[config.mk]
export PLATFORM = sky130hd
export DESIGN_NAME = uart_host_initiator
export DESIGN_NICKNAME = d
export VERILOG_FILES = /design/src/rtl/uart_host_pkg.sv /design/src/rtl/uart_host_phy.sv /design/src/rtl/uart_host_initiator.sv
export SDC_FILE = /design/constraint.sdc
export NUM_CORES = 1
export LEC_CHECK = 0
export BUFFER_PORTS_ARGS = -buffer_cell sky130_fd_sc_hd__buf_2
export CELL_PAD_IN_SITES_DETAIL_PLACEMENT = 1
export CELL_PAD_IN_SITES_GLOBAL_PLACEMENT = 1
export CORE_MARGIN = 4
export CORE_UTILIZATION = 47
export CTS_CLUSTER_SIZE = 16
export DETAILED_ROUTE_END_ITERATION = 12
export PLACE_DENSITY = 0.77
export SYNTH_ARGS = -nofsm -noshare
export SYNTH_HDL_FRONTEND = slang
export SYNTH_HIERARCHICAL = 1
export SYNTH_SLANG_ARGS = --single-unit
[constraint.sdc]
create_clock -name clk -period 4.1 [get_ports clk]
set_input_delay 0 -clock clk [delete_from_list [all_inputs] [get_ports clk]]
set_output_delay 0 -clock clk [all_outputs]
set_load 0.02 [all_outputs]
[src/rtl/uart_host_pkg.sv]
// Shared definitions for the UART host initiator: command bytes, FSM states,
// packet lengths and the outgoing packet byte selector.
package uart_host_pkg;

  localparam logic [7:0] CMD_WRITE      = 8'h01;
  localparam logic [7:0] CMD_READ       = 8'h00;
  localparam logic [3:0] LAST_IDX_READ  = 4'd4;
  localparam logic [3:0] LAST_IDX_WRITE = 4'd8;
  localparam logic [1:0] RSP_LAST_BYTE  = 2'd3;

  typedef enum logic [1:0] {IDLE, SEND, WAIT_RX, DONE} state_e;

  // Byte idx of a packet: 0 = command, 1..4 = address, 5..8 = write data.
  function automatic logic [7:0] pkt_byte(input logic [3:0] idx, input logic wr,
                                          input logic [31:0] addr, input logic [31:0] data);
    logic [7:0] b;
    case (idx)
      4'd0:    b = wr ? CMD_WRITE : CMD_READ;
      4'd1:    b = addr[7:0];
      4'd2:    b = addr[15:8];
      4'd3:    b = addr[23:16];
      4'd4:    b = addr[31:24];
      4'd5:    b = data[7:0];
      4'd6:    b = data[15:8];
      4'd7:    b = data[23:16];
      4'd8:    b = data[31:24];
      default: b = 8'h00;
    endcase
    return b;
  endfunction

endpackage

[src/rtl/uart_host_phy.sv]
// 8N1 serializer/deserializer, LSB first, cfg_div clocks per bit. The transmitter
// accepts a new byte on the cycle its stop bit completes, so packets have no gaps.
module uart_host_phy (
  input  logic        clk,
  input  logic        rst,
  input  logic [15:0] cfg_div,
  input  logic        tx_start,
  input  logic [7:0]  tx_byte,
  output logic        tx_done,
  output logic        txd,
  input  logic        rx_en,
  input  logic        rxd,
  output logic [7:0]  rx_byte,
  output logic        rx_valid
);

  logic        txd_q, tx_busy_q, tx_last;
  logic [15:0] tx_cnt_q;
  logic [3:0]  tx_bit_q;
  logic [8:0]  tx_sh_q;

  assign tx_last = tx_busy_q && (tx_cnt_q == cfg_div - 16'd1);
  assign tx_done = tx_last && (tx_bit_q == 4'd9);
  assign txd     = txd_q;

  always_ff @(posedge clk or posedge rst) begin
    if (rst) begin
      txd_q     <= 1'b1;
      tx_busy_q <= 1'b0;
      tx_cnt_q  <= 16'd0;
      tx_bit_q  <= 4'd0;
      tx_sh_q   <= 9'd0;
    end else if (tx_start) begin
      txd_q     <= 1'b0;
      tx_busy_q <= 1'b1;
      tx_cnt_q  <= 16'd0;
      tx_bit_q  <= 4'd0;
      tx_sh_q   <= {1'b1, tx_byte};
    end else if (tx_done) begin
      txd_q     <= 1'b1;
      tx_busy_q <= 1'b0;
    end else if (tx_last) begin
      // Shifting in ones makes the stop bit fall out after the eight data bits.
      txd_q    <= tx_sh_q[0];
      tx_sh_q  <= {1'b1, tx_sh_q[8:1]};
      tx_cnt_q <= 16'd0;
      tx_bit_q <= tx_bit_q + 4'd1;
    end else if (tx_busy_q) begin
      tx_cnt_q <= tx_cnt_q + 16'd1;
    end
  end

  logic        rx_s1_q, rx_s2_q, rx_prev_q, rx_busy_q, rx_valid_q, rx_sample;
  logic [15:0] rx_cnt_q;
  logic [3:0]  rx_bit_q;
  logic [7:0]  rx_sh_q, rx_byte_q;

  // Start bit is checked half a bit after the edge; later bits one full bit apart.
  assign rx_sample = (rx_bit_q == 4'd0) ? (rx_cnt_q == (cfg_div >> 1) - 16'd1)
                                        : (rx_cnt_q == cfg_div - 16'd1);
  assign rx_byte   = rx_byte_q;
  assign rx_valid  = rx_valid_q;

  always_ff @(posedge clk or posedge rst) begin
    if (rst) begin
      rx_s1_q    <= 1'b1;
      rx_s2_q    <= 1'b1;
      rx_prev_q  <= 1'b1;
      rx_busy_q  <= 1'b0;
      rx_valid_q <= 1'b0;
      rx_cnt_q   <= 16'd0;
      rx_bit_q   <= 4'd0;
      rx_sh_q    <= 8'd0;
      rx_byte_q  <= 8'd0;
    end else begin
      rx_s1_q    <= rxd;
      rx_s2_q    <= rx_s1_q;
      rx_prev_q  <= rx_s2_q;
      rx_valid_q <= 1'b0;
      if (!rx_en) begin
        rx_busy_q <= 1'b0;
      end else if (!rx_busy_q) begin
        if (rx_prev_q && !rx_s2_q) begin
          rx_busy_q <= 1'b1;
          rx_cnt_q  <= 16'd0;
          rx_bit_q  <= 4'd0;
        end
      end else if (rx_sample) begin
        rx_cnt_q <= 16'd0;
        if (rx_bit_q == 4'd0) begin
          if (rx_s2_q) rx_busy_q <= 1'b0;
          else         rx_bit_q  <= 4'd1;
        end else if (rx_bit_q == 4'd9) begin
          rx_busy_q <= 1'b0;
          if (rx_s2_q) begin
            rx_valid_q <= 1'b1;
            rx_byte_q  <= rx_sh_q;
          end
        end else begin
          rx_sh_q  <= {rx_s2_q, rx_sh_q[7:1]};
          rx_bit_q <= rx_bit_q + 4'd1;
        end
      end else begin
        rx_cnt_q <= rx_cnt_q + 16'd1;
      end
    end
  end

endmodule

[src/rtl/uart_host_initiator.sv]
// Bus-to-UART host bridge: serializes read/write packets and collects 4-byte read replies.
// Optional read timeout is enabled by defining UART_HOST_INIT_TIMEOUT_EN.
module uart_host_initiator
  import uart_host_pkg::*;
#(
  parameter int TIMEOUT_CYCLES = 100000
) (
  input  logic        clk,
  input  logic        rst,
  input  logic [15:0] cfg_div,
  input  logic        req_valid,
  output logic        req_ready,
  input  logic        req_write,
  input  logic [31:0] req_address,
  input  logic [31:0] req_writedata,
  output logic        rsp_valid,
  output logic [31:0] rsp_readdata,
  output logic        rsp_err,
  output logic        uart_txd,
  input  logic        uart_rxd
);

  state_e      state_q, state_d;
  logic        write_q, tx_start, tx_done, rx_valid, rx_done, timeout;
  logic [31:0] addr_q, wdata_q, acc_q, rdata_q;
  logic [3:0]  idx_q, last_idx;
  logic [1:0]  rx_cnt_q;
  logic [7:0]  tx_byte, rx_byte;

  uart_host_phy u_phy (
    .clk      (clk),
    .rst      (rst),
    .cfg_div  (cfg_div),
    .tx_start (tx_start),
    .tx_byte  (tx_byte),
    .tx_done  (tx_done),
    .txd      (uart_txd),
    .rx_en    (state_q == WAIT_RX),
    .rxd      (uart_rxd),
    .rx_byte  (rx_byte),
    .rx_valid (rx_valid)
  );

  assign last_idx     = write_q ? LAST_IDX_WRITE : LAST_IDX_READ;
  assign rx_done      = rx_valid && (rx_cnt_q == RSP_LAST_BYTE);
  assign rsp_readdata = rdata_q;

  always_ff @(posedge clk or posedge rst) begin
    if (rst) state_q <= IDLE;
    else     state_q <= state_d;
  end

  always_comb begin
    state_d = state_q;
    case (state_q)
      IDLE:    if (req_valid) state_d = SEND;
      SEND:    if (tx_done && idx_q == last_idx) state_d = write_q ? DONE : WAIT_RX;
      WAIT_RX: if (rx_done || timeout) state_d = DONE;
      DONE:    state_d = IDLE;
      default: state_d = IDLE;
    endcase
  end

  // The command byte launches in the acceptance cycle so the start bit follows immediately.
  always_comb begin
    req_ready = 1'b0;
    rsp_valid = 1'b0;
    tx_start  = 1'b0;
    tx_byte   = 8'h00;
    case (state_q)
      IDLE: begin
        req_ready = !rst;
        tx_start  = req_valid && !rst;
        tx_byte   = pkt_byte(4'd0, req_write, req_address, req_writedata);
      end
      SEND: begin
        tx_start = tx_done && (idx_q != last_idx);
        tx_byte  = pkt_byte(idx_q + 4'd1, write_q, addr_q, wdata_q);
      end
      DONE:    rsp_valid = 1'b1;
      default: ;
    endcase
  end

  always_ff @(posedge clk or posedge rst) begin
    if (rst) begin
      write_q  <= 1'b0;
      addr_q   <= 32'd0;
      wdata_q  <= 32'd0;
      idx_q    <= 4'd0;
      rx_cnt_q <= 2'd0;
      acc_q    <= 32'd0;
      rdata_q  <= 32'd0;
    end else begin
      case (state_q)
        IDLE: if (req_valid) begin
          write_q  <= req_write;
          addr_q   <= req_address;
          wdata_q  <= req_writedata;
          idx_q    <= 4'd0;
          rx_cnt_q <= 2'd0;
          acc_q    <= 32'd0;
        end
        SEND: begin
          if (tx_done) idx_q <= idx_q + 4'd1;
          if (state_d == DONE) rdata_q <= 32'd0;
        end
        WAIT_RX: begin
          if (rx_valid) begin
            acc_q    <= {rx_byte, acc_q[31:8]};
            rx_cnt_q <= rx_cnt_q + 2'd1;
          end
          if (state_d == DONE) rdata_q <= rx_done ? {rx_byte, acc_q[31:8]} : 32'd0;
        end
        default: ;
      endcase
    end
  end

`ifdef UART_HOST_INIT_TIMEOUT_EN
  logic [31:0] to_cnt_q;
  logic        err_q;

  assign timeout = (state_q == WAIT_RX) && (to_cnt_q == 32'(TIMEOUT_CYCLES - 1));
  assign rsp_err = err_q;

  always_ff @(posedge clk or posedge rst) begin
    if (rst) begin
      to_cnt_q <= 32'd0;
      err_q    <= 1'b0;
    end else begin
      to_cnt_q <= (state_q == WAIT_RX) ? to_cnt_q + 32'd1 : 32'd0;
      if (state_q != DONE && state_d == DONE) err_q <= timeout && !rx_done;
    end
  end
`else
  assign timeout = 1'b0;
  assign rsp_err = 1'b0;
`endif

endmodule

## Yosys cells after proc, flatten, opt, wreduce, memory -nomap -nowiden

Index checks and enable logic that the tools add are counted.

- Bits in registers: 209
- Input port bits: 85
- Output and inout bits: 36
- Logic and storage cells: 155

- $add $sub $neg: 8
- Equal/unequal tests: 29
- Muxes and demuxes: 64
- Bitwise logic cells: 2
- Reductions and logical operators: 30

Operator list:

| kind | number |
|---|---|
| 2-to-1 mux 32 bit | 5 |
| one-hot mux 32 bit (2 select lines) | 2 |
| 2-to-1 mux 16 bit | 7 |
| one-hot mux 8 bit (9 select lines) | 1 |
| == test 16 bit | 3 |
| 2-to-1 mux 4 bit | 12 |
| adder 16 x 1 -> 16 bit (second input constant) | 2 |
| 2-to-1 mux 9 bit | 3 |
| 2-to-1 mux 1 bit | 24 |
| == test 4 x 3 -> 1 bit (second input constant) | 4 |
| one-hot mux 8 bit (2 select lines) | 1 |
| subtractor 15 x 1 -> 16 bit (second input constant) | 1 |
| subtractor 16 x 1 -> 16 bit (second input constant) | 1 |
| inequality test 2 bit (second input constant) | 7 |
| adder 4 x 1 -> 4 bit (second input constant) | 3 |
| == test 4 bit (second input constant) | 3 |
| nonzero test 2 bit | 6 |
| 2-to-1 mux 2 bit | 5 |
| AND reduction 5 bit | 2 |
| AND reduction 3 bit | 3 |
| == test 2 bit (second input constant) | 4 |
| == test 4 x 2 -> 1 bit (second input constant) | 2 |
| zero test 4 bit | 2 |
| one-hot mux 2 bit (4 select lines) | 1 |
| other kinds (16) | 29 |

## Logic depth before layout (Yosys ltp)

- Depth after elaboration: 10
- Mapped depth: 22
- Mapped depth without buffers: 16

## By module

The synthesis kept the hierarchy.

By module, submodules not included:

| module | times used | cells an instance | area an instance (um^2) | sequential area each (um^2) |
|---|---|---|---|---|
| uart_host_initiator | 1 | 511 | 6264.8 | 3228.1 |
| uart_host_phy | 1 | 606 | 5474.0 | 1806.7 |

## Worst setup path after synthesis

Ideal clock, no wire load.

- Path kind: input to register
- From: input cfg_div[3]
- To: register u_phy.tx_cnt_q[12]
- Library setup time: 0.132 ns
- Arrival time: 3.930 ns
- Required time: 3.968 ns
- Setup slack: 0.038 ns
- Stages: 19
- Path buffers: 5
- Cells stage by stage: buf_6 or4_4 buf_6 nor4_4 nor2_1 a221o_1 nor4b_1 and4b_1 clkbuf_1 nand4_1 o21ai_0 clkbuf_1 nor2_1 and4_1 a31oi_1 buf_2 nand4_1 xnor2_1 nor2_1

- Cells in the longest elaborated chain, start to end: 8
- Elaborated cells on any way between the ends: 12
- Those cells by class: 1 x add/sub; 2 x eq/ne; 4 x mux; 5 x reduce/logical

Ends and longest elaborated chain:

| element | line | source |
|---|---|---|
| start, declared | uart_host_initiator.sv:10 | `input logic [15:0] cfg_div,` |
| subtractor 16 x 1 -> 16 bit (*) | uart_host_phy.sv:22 | `assign tx_last = tx_busy_q && (tx_cnt_q == cfg_div - 16'd1);` |
| == test 16 bit (*) | uart_host_phy.sv:22 |  |
| logical AND 1 bit (*) | uart_host_phy.sv:22 |  |
| logical AND 1 bit (*) | uart_host_phy.sv:23 | `assign tx_done = tx_last && (tx_bit_q == 4'd9);` |
| named net tx_done | uart_host_initiator.sv:24 | `logic write_q, tx_start, tx_done, rx_valid, rx_done, timeout;` |
| logical AND 1 bit (*) | uart_host_initiator.sv:77 | `tx_start = tx_done && (idx_q != last_idx);` |
| one-hot mux 1 bit (2 select lines) (*) | uart_host_initiator.sv:70 | `case (state_q)` |
| named net tx_start | uart_host_initiator.sv:24 |  |
| inequality test 2 bit (no source line) / nonzero test 3 bit (equally long branches) | - |  |
| AND reduction 2 bit (no source line) | - |  |
| end signal, assigned | uart_host_phy.sv:49 | `tx_cnt_q <= tx_cnt_q + 16'd1;` |
| end, declared | uart_host_phy.sv:18 | `logic [15:0] tx_cnt_q;` |

The timed path passes the listed nets; every way through them passes the cells marked *. The select of a mux whose other input is x is not followed.
A chain may end at the register's enable or synchronous reset.

## Final worst setup path

- From: register u_phy.rx_bit_q[0]
- To: register u_phy.rx_sh_q[5]

- Cells in the longest elaborated chain, start to end: 3
- Elaborated cells on any way between the ends: 6
- Those cells by class: 1 x eq/ne; 1 x mux; 2 x bitwise; 2 x reduce/logical

Ends and longest elaborated chain:

| element | line | source |
|---|---|---|
| start, declared | uart_host_phy.sv:55 | `logic [3:0] rx_bit_q;` |
| start signal, assigned | uart_host_phy.sv:101 | `rx_bit_q <= rx_bit_q + 4'd1;` |
| zero test 4 bit / == test 4 bit (equally long branches) | uart_host_phy.sv:59, uart_host_phy.sv:90, uart_host_phy.sv:93 |  |
| 2-to-1 mux 1 bit / NOT 1 bit (equally long branches) | - |  |
| AND reduction 5 bit (no source line) (*) | - |  |
| end signal, assigned | uart_host_phy.sv:100 | `rx_sh_q <= {rx_s2_q, rx_sh_q[7:1]};` |
| end, declared | uart_host_phy.sv:56 | `logic [7:0] rx_sh_q, rx_byte_q;` |

Mark *: on every way between the ends. The rest lies on a longest branch, timed or not.

==> reports/metrics.cfg <==
[status]
status = finished, final reports clean

[global_routing]
grt_pass1_vias = 10800
overflow = 0
grt_pass1_wl_um = 62000
grt_use_total_pct = 27.7
grt_max_degree = 56
antenna_found_initial = 6

[floorplan]
die_h_um = 166
core_um2 = 24500
initial_core_util_pct = 48.0
die_x_um = 166
ioPinCount = 121
rows = 57
die_area_um2 = 27600

[routing]
drtAntennaViolNets = 0
firstDrtPassIters = 5
drt-total-wl_um = 39100
drt_iter0_drc = 771
route.detailed.drc = 0
wl_per_cell_um = 23.9
viasPerCell = 6.19
route.vias.total = 10100

[setup_path]
cp_top_family = simple AND/OR/NAND/NOR gates
endpoint_kind = flop
worstPathRequired_ps = 4500
criticalPathCategory = reg2reg
path_cells = inv_1 -> ha_1 -> or3b_1 -> a311oi_1 -> a31oi_1 -> o21ai_0 -> or4b_1 -> or3_4 -> nor4_4 -> nand2_4 -> mux2_1
startpoint_type = flop
slowest_stage = or3b_1
crit_arrival_ps = 4150
cp_max_fo = 14
r2r_slack_ps = 350
max_stage_delay_ps = 580
crit_buf_inv = 1

[synth]
synth_xor_area_share_pct = 5.12
synth_cell_type_count = 113
synthArstFlopShare_pct = 100
synth_top_area_share_pct = 42.0
ys_seq_elements = 201
synth_compound_area_share_pct = 18.1
ys.flop_type = dfrtp_1
yosysSeqAreaShare_pct = 42.9
synth_area_leader_cell = dfrtp_1
synthCells = 1117
yosys_warnings = 6
synth_top_family_by_area = compound AO/OA/AOI/OAI gates
synth.cell_area_um2 = 11700
synth_edf_count = 0
syn_nets = 1221
synth_area_per_cell_um2 = 10.5
synth_area_leaders = dfrtp_1, mux2_2, a22o_1, nand2_1, nor2_1
synthAdderAreaFrac_pct = 2.03
synthSimpleGateAreaFrac_pct = 17.5
synthMuxAreaShare_pct = 9.90

[clock_network]
clk_latency_ps = 530
htree_num_levels = 1
cts_max_path_buffers = 3
cts.clk_slew.worst_paths_ps = 60
cts.sinks = 201
cts_tree = built
cts_buffers = 24
post_cts_buffers = 0
clockRootBuffer = clkbuf_16

[sta]
relSlewSlack_pct = 23.4
tns_ps = 0
period_needed_ps = 3750
worst_pin_slew_ps = 1150
finalHoldViolCount = 0
clock_skew_ps = 17.1
rsz0062_at_grt = no
post-route-period-util_pct = 91.4
final_max_slew_viol_count = 0
final-setup-viol-count = 0
fmax_mhz = 267
fin_hold_ws_ps = 127

[power_and_ir_drop]
power.internal_mw = 4.22
p_sw_share_pct = 33.2
sequentialPowerShare_pct = 44.5
net-switching-power_mw = 2.10
power.density_nw_per_um2 = 449
p_comb_share_pct = 22.6
p_clk_share_pct = 32.9
leakagePower_nw = 6.20
total_power_mw = 6.32
ir_drop_uv = 407

[place]
dp.cells = 1518
placed_area_um2 = 12600
dp.final_hpwl_um = 24700
portBuffers = 119
globalplace.congestion = 0.934

[layout]
syn2layout_area_growth_pct = 19.9
finalNonFillerCells = 1634
drive_gt1_share_pct = 26.6
num-fill-cells = 2650
nets = 1391
final_area_um2 = 14100
final_cell_mix = dfrtp_1, buf_2, nand2_1
final_common_cell = dfrtp_1

[run]
cap_violations = 0

[min_path]
hold_path.class = in2reg

through the flow:
stage	utilization, %	worst slack [ps]
floorplan	-	38.3
global placement	51.6	265
detailed placement	51.6	111
CTS	57.4	177
global route	57.5	112
finish	57.5	352
per-layer routing:
metal  vias up  track usage (%)  share of wire [%]
met5         -                0              0.033
li1       4501                -                  -
met2       335             48.3                 51
met3       109             4.93                5.0
met4         2             11.3                4.2
met1      5161             33.9                 40
power by group through the flow:
stage / combinational (mW) / sequential [mW] / clock (mW)
final: 1.43 / 2.81 / 2.08
after global routing: 1.54 / 2.84 / 2.21
after CTS: 1.35 / 2.74 / 2.08
after detailed placement: 1.28 / 2.76 / 0
after global placement: 1.24 / 2.75 / 0
after floorplan: 0.986 / 2.61 / 0
cell families after synthesis:
group / Yosys count
mux: 102
buf+inv: 111
flops: 201
compound gates: 273
xor+xnor: 58
fa+ha+maj: 19
simple gates: 352
other cells: 1
Yosys cell counts, drive strengths merged (19+ instances only):
cell	number
a22o	67
mux2	86
nand3	43
inv	35
xnor2	22
nor3	19
buf	40
dfrtp	197
ha	19
a21oi	25
nor2	72
xor2	30
o21ai	46
nand2	73
clkbuf	35
layout make-up:
cell class / instances / area, um2 / area share [%]
flip-flops and latches: 201 / 5030 / 35.8
multi-input cells: 805 / 6200 / 44.1
clock inverters: 8 / 56.3 / 0.400
inverters: 36 / 138 / 0.978
repair buffers: 219 / 1510 / 10.8
clock buffers: 36 / 706 / 5.02
well taps: 324 / 405 / 2.88
diodes: 5 / 12.5 / 0.0889
flip-flops by register name (all words and copies together), names as in the netlist, 2 cells and up:
| signal | count |
|---|---|
| acc_q | 24 |
| idx_q | 4 |
| u_phy/rx_sh_q | 8 |
| u_phy/tx_cnt_q | 16 |
| addr_q | 32 |
| state_q | 2 |
| u_phy/tx_bit_q | 4 |
| u_phy/rx_cnt_q | 16 |
| wdata_q | 32 |
| rsp_readdata | 32 |
| u_phy/rx_bit_q | 4 |
| u_phy/rx_byte | 8 |
| rx_cnt_q | 2 |
| u_phy/tx_sh_q | 9 |
what timing repair did:
| item | CTS | global route |
|---|---|---|
| endpoints found under the setup margin | 0 | 8 |
| hold buffers | 67 | 0 |
| gates resized for setup | 0 | 1 |
| hold endpoints to repair | 153 | 0 |
final timing paths:
check	cells after the start	from	to
setup / recovery	11	u_phy/rx_bit_q[0]	u_phy/rx_sh_q[5]
hold / removal	2	uart_rxd	u_phy/rx_s1_q
setup reg to reg	11	u_phy/rx_bit_q[0]	u_phy/rx_sh_q[5]
hold reg to reg	0	u_phy/rx_s1_q	u_phy/rx_s2_q
max in group asynchronous	4	rst	u_phy/txd
min in group asynchronous	3	rst	idx_q[0]
Power figures use the tool's default switching activity.
